File: config.mk
export PLATFORM = sky130hd
export DESIGN_NAME = uart_alu_ctrl
export DESIGN_NICKNAME = d
export VERILOG_FILES = /design/src/rtl/uart_alu_pkg.sv /design/src/rtl/pulse_edge_det.sv /design/src/rtl/uart_alu_ctrl.sv
export SDC_FILE = /design/constraint.sdc
export NUM_CORES = 1
export LEC_CHECK = 0
export ABC_AREA = 1
export CELL_PAD_IN_SITES_DETAIL_PLACEMENT = 0
export CELL_PAD_IN_SITES_GLOBAL_PLACEMENT = 2
export CORE_ASPECT_RATIO = 0.5
export CORE_MARGIN = 8
export CORE_UTILIZATION = 24
export DETAILED_ROUTE_END_ITERATION = 12
export HOLD_SLACK_MARGIN = 0.08
export PLACE_DENSITY = 0.72
export SETUP_SLACK_MARGIN = 0.5
export SLEW_MARGIN = 20
export SYNTH_ARGS = -nofsm -noshare
export SYNTH_HDL_FRONTEND = slang
export SYNTH_HIERARCHICAL = 1
export SYNTH_SLANG_ARGS = --single-unit
File: constraint.sdc
create_clock -name i_clock -period 1.11 [get_ports i_clock]
set_input_delay 0.222 -clock i_clock [delete_from_list [all_inputs] [get_ports i_clock]]
set_output_delay 0.222 -clock i_clock [all_outputs]
set_load 0.02 [all_outputs]
File: src/rtl/uart_alu_pkg.sv
// Shared definitions for the UART-driven ALU: widths, opcodes and controller states.
// Used by uart_alu_ctrl and by the ALU itself.
package uart_alu_pkg;

   localparam int SIZEDATA_DEF = 8;
   localparam int SIZEOP_DEF   = 6;

   localparam logic [SIZEOP_DEF-1:0] OP_ADD = 6'b100000;
   localparam logic [SIZEOP_DEF-1:0] OP_SUB = 6'b100010;
   localparam logic [SIZEOP_DEF-1:0] OP_AND = 6'b100100;
   localparam logic [SIZEOP_DEF-1:0] OP_OR  = 6'b100101;
   localparam logic [SIZEOP_DEF-1:0] OP_XOR = 6'b100110;
   localparam logic [SIZEOP_DEF-1:0] OP_NOR = 6'b100111;
   localparam logic [SIZEOP_DEF-1:0] OP_SRA = 6'b000011;
   localparam logic [SIZEOP_DEF-1:0] OP_SRL = 6'b000010;

   typedef enum logic [2:0] {
      ST_IDLE    = 3'd0,
      ST_WAIT_B  = 3'd1,
      ST_WAIT_OP = 3'd2,
      ST_COMPUTE = 3'd3,
      ST_SEND    = 3'd4,
      ST_WAIT_TX = 3'd5
   } state_t;

   function automatic logic is_supported_op(input logic [SIZEOP_DEF-1:0] op);
      case (op)
         OP_ADD, OP_SUB, OP_AND, OP_OR,
         OP_XOR, OP_NOR, OP_SRA, OP_SRL: is_supported_op = 1'b1;
         default:                        is_supported_op = 1'b0;
      endcase
   endfunction

endpackage

File: src/rtl/pulse_edge_det.sv
// Rising-edge detector: registers the previous level and emits a registered
// one-cycle pulse when the input goes from low to high.
module pulse_edge_det (
   input  logic clock,
   input  logic reset,
   input  logic level,
   output logic rise
);

   logic prev;

   always_ff @(posedge clock or negedge reset) begin
      if (!reset) begin
         prev <= 1'b0;
         rise <= 1'b0;
      end else begin
         prev <= level;
         rise <= level & ~prev;
      end
   end

endmodule

File: src/rtl/uart_alu_ctrl.sv
// Frame controller between a UART and an ALU: collects operand A, operand B and
// an opcode byte, sends back the ALU result. Optional inter-byte timeout: UART_ALU_CTRL_TIMEOUT_EN.
//
// state      | meaning
// -----------+-----------------------------------------------------
// ST_IDLE    | waiting for operand A byte
// ST_WAIT_B  | operand A latched, waiting for operand B byte
// ST_WAIT_OP | operands latched, waiting for opcode byte
// ST_COMPUTE | one cycle for the ALU to settle, result registered
// ST_SEND    | o_tx_signal high for this single cycle
// ST_WAIT_TX | waiting for the transmitter to finish the frame
module uart_alu_ctrl
   import uart_alu_pkg::*;
#(
   parameter int SIZEDATA       = SIZEDATA_DEF,
   parameter int SIZEOP         = SIZEOP_DEF,
   parameter int TIMEOUT_CYCLES = 1_000_000
) (
   input  logic                i_clock,
   input  logic                i_reset,
   input  logic                i_rx_done,
   input  logic [SIZEDATA-1:0] i_rx_data,
   input  logic                i_tx_done,
   input  logic [SIZEDATA-1:0] i_alu_result,
   output logic [SIZEDATA-1:0] o_op_a,
   output logic [SIZEDATA-1:0] o_op_b,
   output logic [SIZEOP-1:0]   o_opcode,
   output logic                o_tx_signal,
   output logic [SIZEDATA-1:0] o_tx_result,
   output logic                o_op_err,
   output logic                o_busy
);

   state_t              state;
   logic                rx_rise;
   logic                tx_rise;
   logic [SIZEDATA-1:0] op_a;
   logic [SIZEDATA-1:0] op_b;
   logic [SIZEOP-1:0]   opcode;
   logic [SIZEDATA-1:0] tx_result;
   logic                tx_signal;
   logic                op_err;
   logic                busy;
   logic [SIZEOP-1:0]   op_in;

   assign op_in = i_rx_data[SIZEOP-1:0];

   pulse_edge_det u_rx_edge (
      .clock (i_clock),
      .reset (i_reset),
      .level (i_rx_done),
      .rise  (rx_rise)
   );

   pulse_edge_det u_tx_edge (
      .clock (i_clock),
      .reset (i_reset),
      .level (i_tx_done),
      .rise  (tx_rise)
   );

`ifdef UART_ALU_CTRL_TIMEOUT_EN
   localparam int TO_W = $clog2(TIMEOUT_CYCLES + 1);
   localparam logic [TO_W-1:0] TO_LOAD = TO_W'(TIMEOUT_CYCLES - 1);

   logic [TO_W-1:0] to_cnt;
   logic            to_expired;

   assign to_expired = (to_cnt == '0);

   // Reloaded on every accepted operand byte, runs down while a frame is half-received.
   always_ff @(posedge i_clock or negedge i_reset) begin
      if (!i_reset) begin
         to_cnt <= '0;
      end else if (rx_rise && (state == ST_IDLE || state == ST_WAIT_B)) begin
         to_cnt <= TO_LOAD;
      end else if ((state == ST_WAIT_B || state == ST_WAIT_OP) && !to_expired) begin
         to_cnt <= to_cnt - 1'b1;
      end
   end
`else
   // TIMEOUT_CYCLES has no function in this build; the block keeps it referenced.
   if (TIMEOUT_CYCLES < 1) begin : g_timeout_unused
   end
`endif

   always_ff @(posedge i_clock or negedge i_reset) begin
      if (!i_reset) begin
         state     <= ST_IDLE;
         op_a      <= '0;
         op_b      <= '0;
         opcode    <= '0;
         tx_result <= '0;
         tx_signal <= 1'b0;
         op_err    <= 1'b0;
         busy      <= 1'b0;
      end else begin
         tx_signal <= 1'b0;
         unique case (state)
            ST_IDLE: begin
               if (rx_rise) begin
                  op_a   <= i_rx_data;
                  op_err <= 1'b0;
                  busy   <= 1'b1;
                  state  <= ST_WAIT_B;
               end
            end
            ST_WAIT_B: begin
               if (rx_rise) begin
                  op_b  <= i_rx_data;
                  state <= ST_WAIT_OP;
               end
`ifdef UART_ALU_CTRL_TIMEOUT_EN
               else if (to_expired) begin
                  busy  <= 1'b0;
                  state <= ST_IDLE;
               end
`endif
            end
            ST_WAIT_OP: begin
               if (rx_rise) begin
                  opcode <= op_in;
                  op_err <= ~is_supported_op(SIZEOP_DEF'(op_in));
                  state  <= ST_COMPUTE;
               end
`ifdef UART_ALU_CTRL_TIMEOUT_EN
               else if (to_expired) begin
                  busy  <= 1'b0;
                  state <= ST_IDLE;
               end
`endif
            end
            ST_COMPUTE: begin
               tx_result <= i_alu_result;
               tx_signal <= 1'b1;
               state     <= ST_SEND;
            end
            ST_SEND: begin
               state <= ST_WAIT_TX;
            end
            ST_WAIT_TX: begin
               if (tx_rise) begin
                  busy  <= 1'b0;
                  state <= ST_IDLE;
               end
            end
            default: begin
               busy  <= 1'b0;
               state <= ST_IDLE;
            end
         endcase
      end
   end

   assign o_op_a      = op_a;
   assign o_op_b      = op_b;
   assign o_opcode    = opcode;
   assign o_tx_signal = tx_signal;
   assign o_tx_result = tx_result;
   assign o_op_err    = op_err;
   assign o_busy      = busy;

endmodule

# Word-level counts from Yosys, hierarchy flattened
# Cells that the tools add are included.
dict set report totals {
  ramBits 0
  mem_bits_ro 0
  input_bits 20
  mem_count 0
  out_inout_bits 33
  register_bits 40
  latch_bits 0
  elab_cells 60
}
dict set report classes {
  div_mod_pow 0
  reduce_logical 10
  bitwise 6
  n_shift 0
  eq_ne 17
  n_mux 15
  add_sub_neg 0
  multipliers 0
  order_cmp 0
}
# operator count
set ops {}
lappend ops {{6-bit equality test, second input constant} 6}
lappend ops {{3-bit case mux with 6 select lines} 1}
lappend ops {{6-bit by 2-bit equality test with 1-bit output, second input constant} 2}
lappend ops {{3-bit 2-to-1 mux} 4}
lappend ops {{1-bit 2-to-1 mux} 8}
lappend ops {{2-bit by 1-bit inequality test with 1-bit output, second input constant} 4}
lappend ops {{8-bit OR reduction} 1}
lappend ops {{3-bit by 2-bit equality test with 1-bit output, second input constant} 2}
lappend ops {{3-bit equality test, second input constant} 2}
lappend ops {{2-bit AND reduction} 3}
lappend ops {{3-bit AND reduction} 2}
lappend ops {{1-bit NOT} 4}
lappend ops {{4-bit AND reduction} 1}
lappend ops {{4-bit OR reduction} 1}
lappend ops {{3-bit by 1-bit equality test with 1-bit output, second input constant} 1}
lappend ops {{3-bit zero test} 1}
lappend ops {{1-bit case mux with 3 select lines} 1}
lappend ops {{1-bit bitwise AND} 2}
lappend ops {{1-bit case mux with 2 select lines} 1}
lappend ops {{2-bit nonzero test} 1}

# Longest topological paths before layout
dict set report depth {
  ltp_word 8
  mapped_depth 8
  depth_no_buf 8
}

# Hierarchy
# The synthesis kept the hierarchy.
# module seq_area_each_um2 instances area_per_inst_um2 cells_each
set by_module_without_submodules {}
lappend by_module_without_submodules {uart_alu_ctrl 900.9 1 1511.4 158}
lappend by_module_without_submodules {pulse_edge_det 50.0 2 60.1 4}

# Worst setup path before layout
# No wires, ideal clock.
dict set report synth_timing {
  kind {flip-flop to flip-flop}
  from {register state[1]}
  to {register op_a[1] (netlist: o_op_a[1])}
  arrival_ps 1013
  period_less_slack_ps 1136
  path_buffers 2
  stages_incl_launch_ff 7
  setup_time_ps 123
  slack_ps -26
  required_ps 987
  cell_sequence {dfrtp_1 -> buf_2 -> nor2_2 -> nand3_4 -> buf_6 -> nand2_1 -> o21ai_1}
}
dict set report synth_between {
  elab_chain_cells 2
}
# element line_no
set synth_lines {}
lappend synth_lines {{start: declaration} uart_alu_ctrl.sv:34} ;# state_t state;
lappend synth_lines {{start signal: assignment} uart_alu_ctrl.sv:89} ;# state <= ST_IDLE;
lappend synth_lines {{start signal: assignment} uart_alu_ctrl.sv:105} ;# state <= ST_WAIT_B;
lappend synth_lines {{start signal: assignment} uart_alu_ctrl.sv:111} ;# state <= ST_WAIT_OP;
lappend synth_lines {{3-bit zero test} uart_alu_ctrl.sv:99} ;# unique case (state)
lappend synth_lines {{2-bit AND reduction (no line)} -}
lappend synth_lines {{end signal: assignment} uart_alu_ctrl.sv:102} ;# op_a <= i_rx_data;
lappend synth_lines {{end: declaration} uart_alu_ctrl.sv:37} ;# logic [SIZEDATA-1:0] op_a;
# Every way passes these cells.
# A chain may end at the register's enable or synchronous reset.

# Worst setup path after layout
dict set report layout_timing {
  from {register state[1]}
  to {register op_b[2] (netlist: o_op_b[2])}
}
dict set report layout_between {
  elab_chain_cells 2
}
# element line_no
set layout_lines {}
lappend layout_lines {{3-bit by 1-bit equality test with 1-bit output} uart_alu_ctrl.sv:99}
lappend layout_lines {{2-bit AND reduction (no line)} -}
lappend layout_lines {{end signal: assignment} uart_alu_ctrl.sv:110} ;# op_b <= i_rx_data;
lappend layout_lines {{end: declaration} uart_alu_ctrl.sv:38} ;# logic [SIZEDATA-1:0] op_b;
# Every way passes these cells.

==> results.toml <==
[timing]
hold_viol_final = 40
finalCritPeriodShare_pct = 111
whs_ns = -0.0994
slew-limit-headroom_pct = 78.7
report.final.setup_viol = 32
finalMaxSlewViolations = 0
period_needed_ns = 1.23
finClkSkew_ns = 0.00406
setup_ws_ns = -0.120
rsz0062_at_grt = "true"
worst_pin_slew_ns = 0.320
fmax_mhz = 813

[global_route]
grt_max_degree = 41
grt_pass1_vias = 1478
grt_pass1_wl_um = 7640
antenna_found_initial = 0
grt_use_total_pct = 9.74
grt_overflow_total = 0

[setup_path]
critPathArrivalTime_ns = 1.40
path_cells = "nor2_4, buf_12, nand3_4, nand2_1, o21ai_2"
critPathSlowestCell = "dfrtp_2"
required_ns = 1.27
start_kind = "register"
cp-end-kind = "register"
critPathKind = "register to register"
cp_max_fo = 8
cp_slowest_stage_delay_ns = 0.48

[finish]
final_core_utilization_pct = 45.9
synthToLayoutAreaGrowth_pct = 86.4
layout-drive-gt1-share_pct = 62.9
antenna_cells = 0
fin_nets = 278
final_cell_mix = "nand2_1 (41), buf_6 (38), dfrtp_2 (36)"
layout_commonest_cell = "nand2_1"

[logic_synthesis]
async_flop_share_pct = 100
ys_types = 20
synth_seq_cells = 40
netlist_area_mm2 = 0.00163
synth_edf_count = 0
ys.flop_type = "dfrtp_1"
synth_warnings = 6
syn-num-nets = 186
syn_inst = 166
yosysSeqAreaShare_pct = 61.3
avgSynthCellArea_um2 = 9.83

[clock_tree]
cts-root-buf = "clkbuf_16"
clkTransAtPathRegs_ns = 0.06
cts_buffer_depth = 2
clock_latency_ns = 0.28
htreeDepth = 2
numCtsBuffers = 5
cts_tree = "built"
clock-sinks = 40

[die]
chipWidth_um = 133
fp.coreArea_mm2 = 0.00662
fp.dieH_um = 74.3
io_pins = 53
start_util_pct = 24.6
die-area_mm2 = 0.00985
rows = 21

[power_and_ir_drop]
finalPower_mw = 9.76
p_leak_nw = 1.42
power_density_mw_per_mm2 = 3210
ir_worst_vdd_uv = 1070

[placed_design]
dpl.hpwl_um = 3260
io_buffers = 52
gp_congestion = 0.779

[detailed_routing]
drc_errors = 0
drt_wl_total_um = 4950
wl_per_cell_um = 14.1
vias = 1448
drt_iter0_drc = 71
ant_nets = 0
dr.pass1.iters = 4
viasPerCell = 4.13

[run_status]
violations = "negative hold slack, negative setup slack"
status = "finished with violations"

[run]
drv_cap = 0

[min_path]
hold_class = "input port to async pin"
## critical path, delay by kind of cell, from the launching register on
kind                   cells  cell delay (ns)
DFF                        1             0.48
and+or+nand+nor            3             0.45
buffers and inverters      1             0.13
AOI/OAI and AO/OA          1             0.05
## per-layer routing
layer  GRT usage, %  vias up  part of all wire (%)
li1               -      723                     -
met1           12.4      701                    47
met2           16.1       22                    50
met3           2.49        2                   3.2
met4           2.99        0                  0.38
met5              0        -                     0
## cells by family (layout without fill, tap and decap cells)
group / after synthesis / after routing / synth area share [%]
AND/OR/NAND/NOR: 79 / 81 / 22.5
flip-flops: 40 / 40 / 61.3
AO/OA/AOI/OAI: 26 / 26 / 10.0
buffers and inverters: 21 / 112 / 6.13
## layout make-up
| class | instances | area (um2) |
|---|---|---|
| fill | 633 | 3580 |
| sequential | 40 | 1050 |
| timing repair buffer | 88 | 910 |
| multi-input combinational | 107 | 691 |
| clock buffer | 5 | 125 |
| tap | 92 | 115 |
| clock inverter | 3 | 90.1 |
| inverter | 16 | 65.1 |
## power by group
group | internal, mW | switching [mW]
clock network | 1.52 | 0.569
logic | 2.56 | 2.33
registers | 2.21 | 0.577
total | 6.29 | 3.47
## cell usage after synthesis (3+ instances only)
master | instances | area [um2]
nand2_1 | 57 | 214
o21ai_2 | 8 | 70.1
buf_2 | 3 | 15.0
nor2_2 | 4 | 25.0
inv_2 | 3 | 11.3
dfrtp_1 | 40 | 1000
inv_1 | 12 | 45.0
o21ai_1 | 14 | 70.1
nand3_1 | 9 | 45.0
## sequential cells by signal (all words and copies together), names as in the netlist
signal          count
o_op_a              8
state               3
o_op_b              8
o_tx_result         8
u_tx_edge/prev      1
o_opcode            6
o_tx_signal         1
u_rx_edge/prev      1
u_tx_edge/rise      1
u_rx_edge/rise      1
o_op_err            1
o_busy              1
## final timing paths
check	startpoint	end	slack (ns)	cells after the start
setup / recovery	state[1]	o_op_b[2]	-0.12	5
hold / removal	i_reset	o_tx_result[6]	-0.1	2
setup reg to reg	state[1]	o_op_b[2]	-0.12	5
hold reg to reg	u_rx_edge/prev	u_rx_edge/rise	0.40	1
max in group asynchronous	i_reset	o_opcode[1]	0.99	2
min in group i_clock	i_tx_done	u_tx_edge/prev	0.22	1
## stage by stage
| stage | TNS [ns] | std cells | worst slack [ns] | area [um2] |
|---|---|---|---|---|
| 3_5_place_dp | -5.03 | 320 | -0.154 | 2430 |
| 3_3_place_gp | -5.30 | 320 | -0.165 | 2430 |
| 4_1_cts | -1.11 | 337 | -0.0690 | 2830 |
| 2_1_floorplan | 0 | 166 | 0.0133 | 1700 |
| 5_1_grt | -4.19 | 351 | -0.185 | 3040 |
| 6_report | -1.99 | 351 | -0.120 | 3040 |
## repair_timing
item                                    CTS  global route
hold endpoints to repair                 40            40
endpoints found under the setup margin   70            69
setup buffers                             7            12
gates cloned                              2             2
resized for setup                       217            25
pin swaps                                 7             6
No activity file was read; power rests on OpenSTA's default activity.
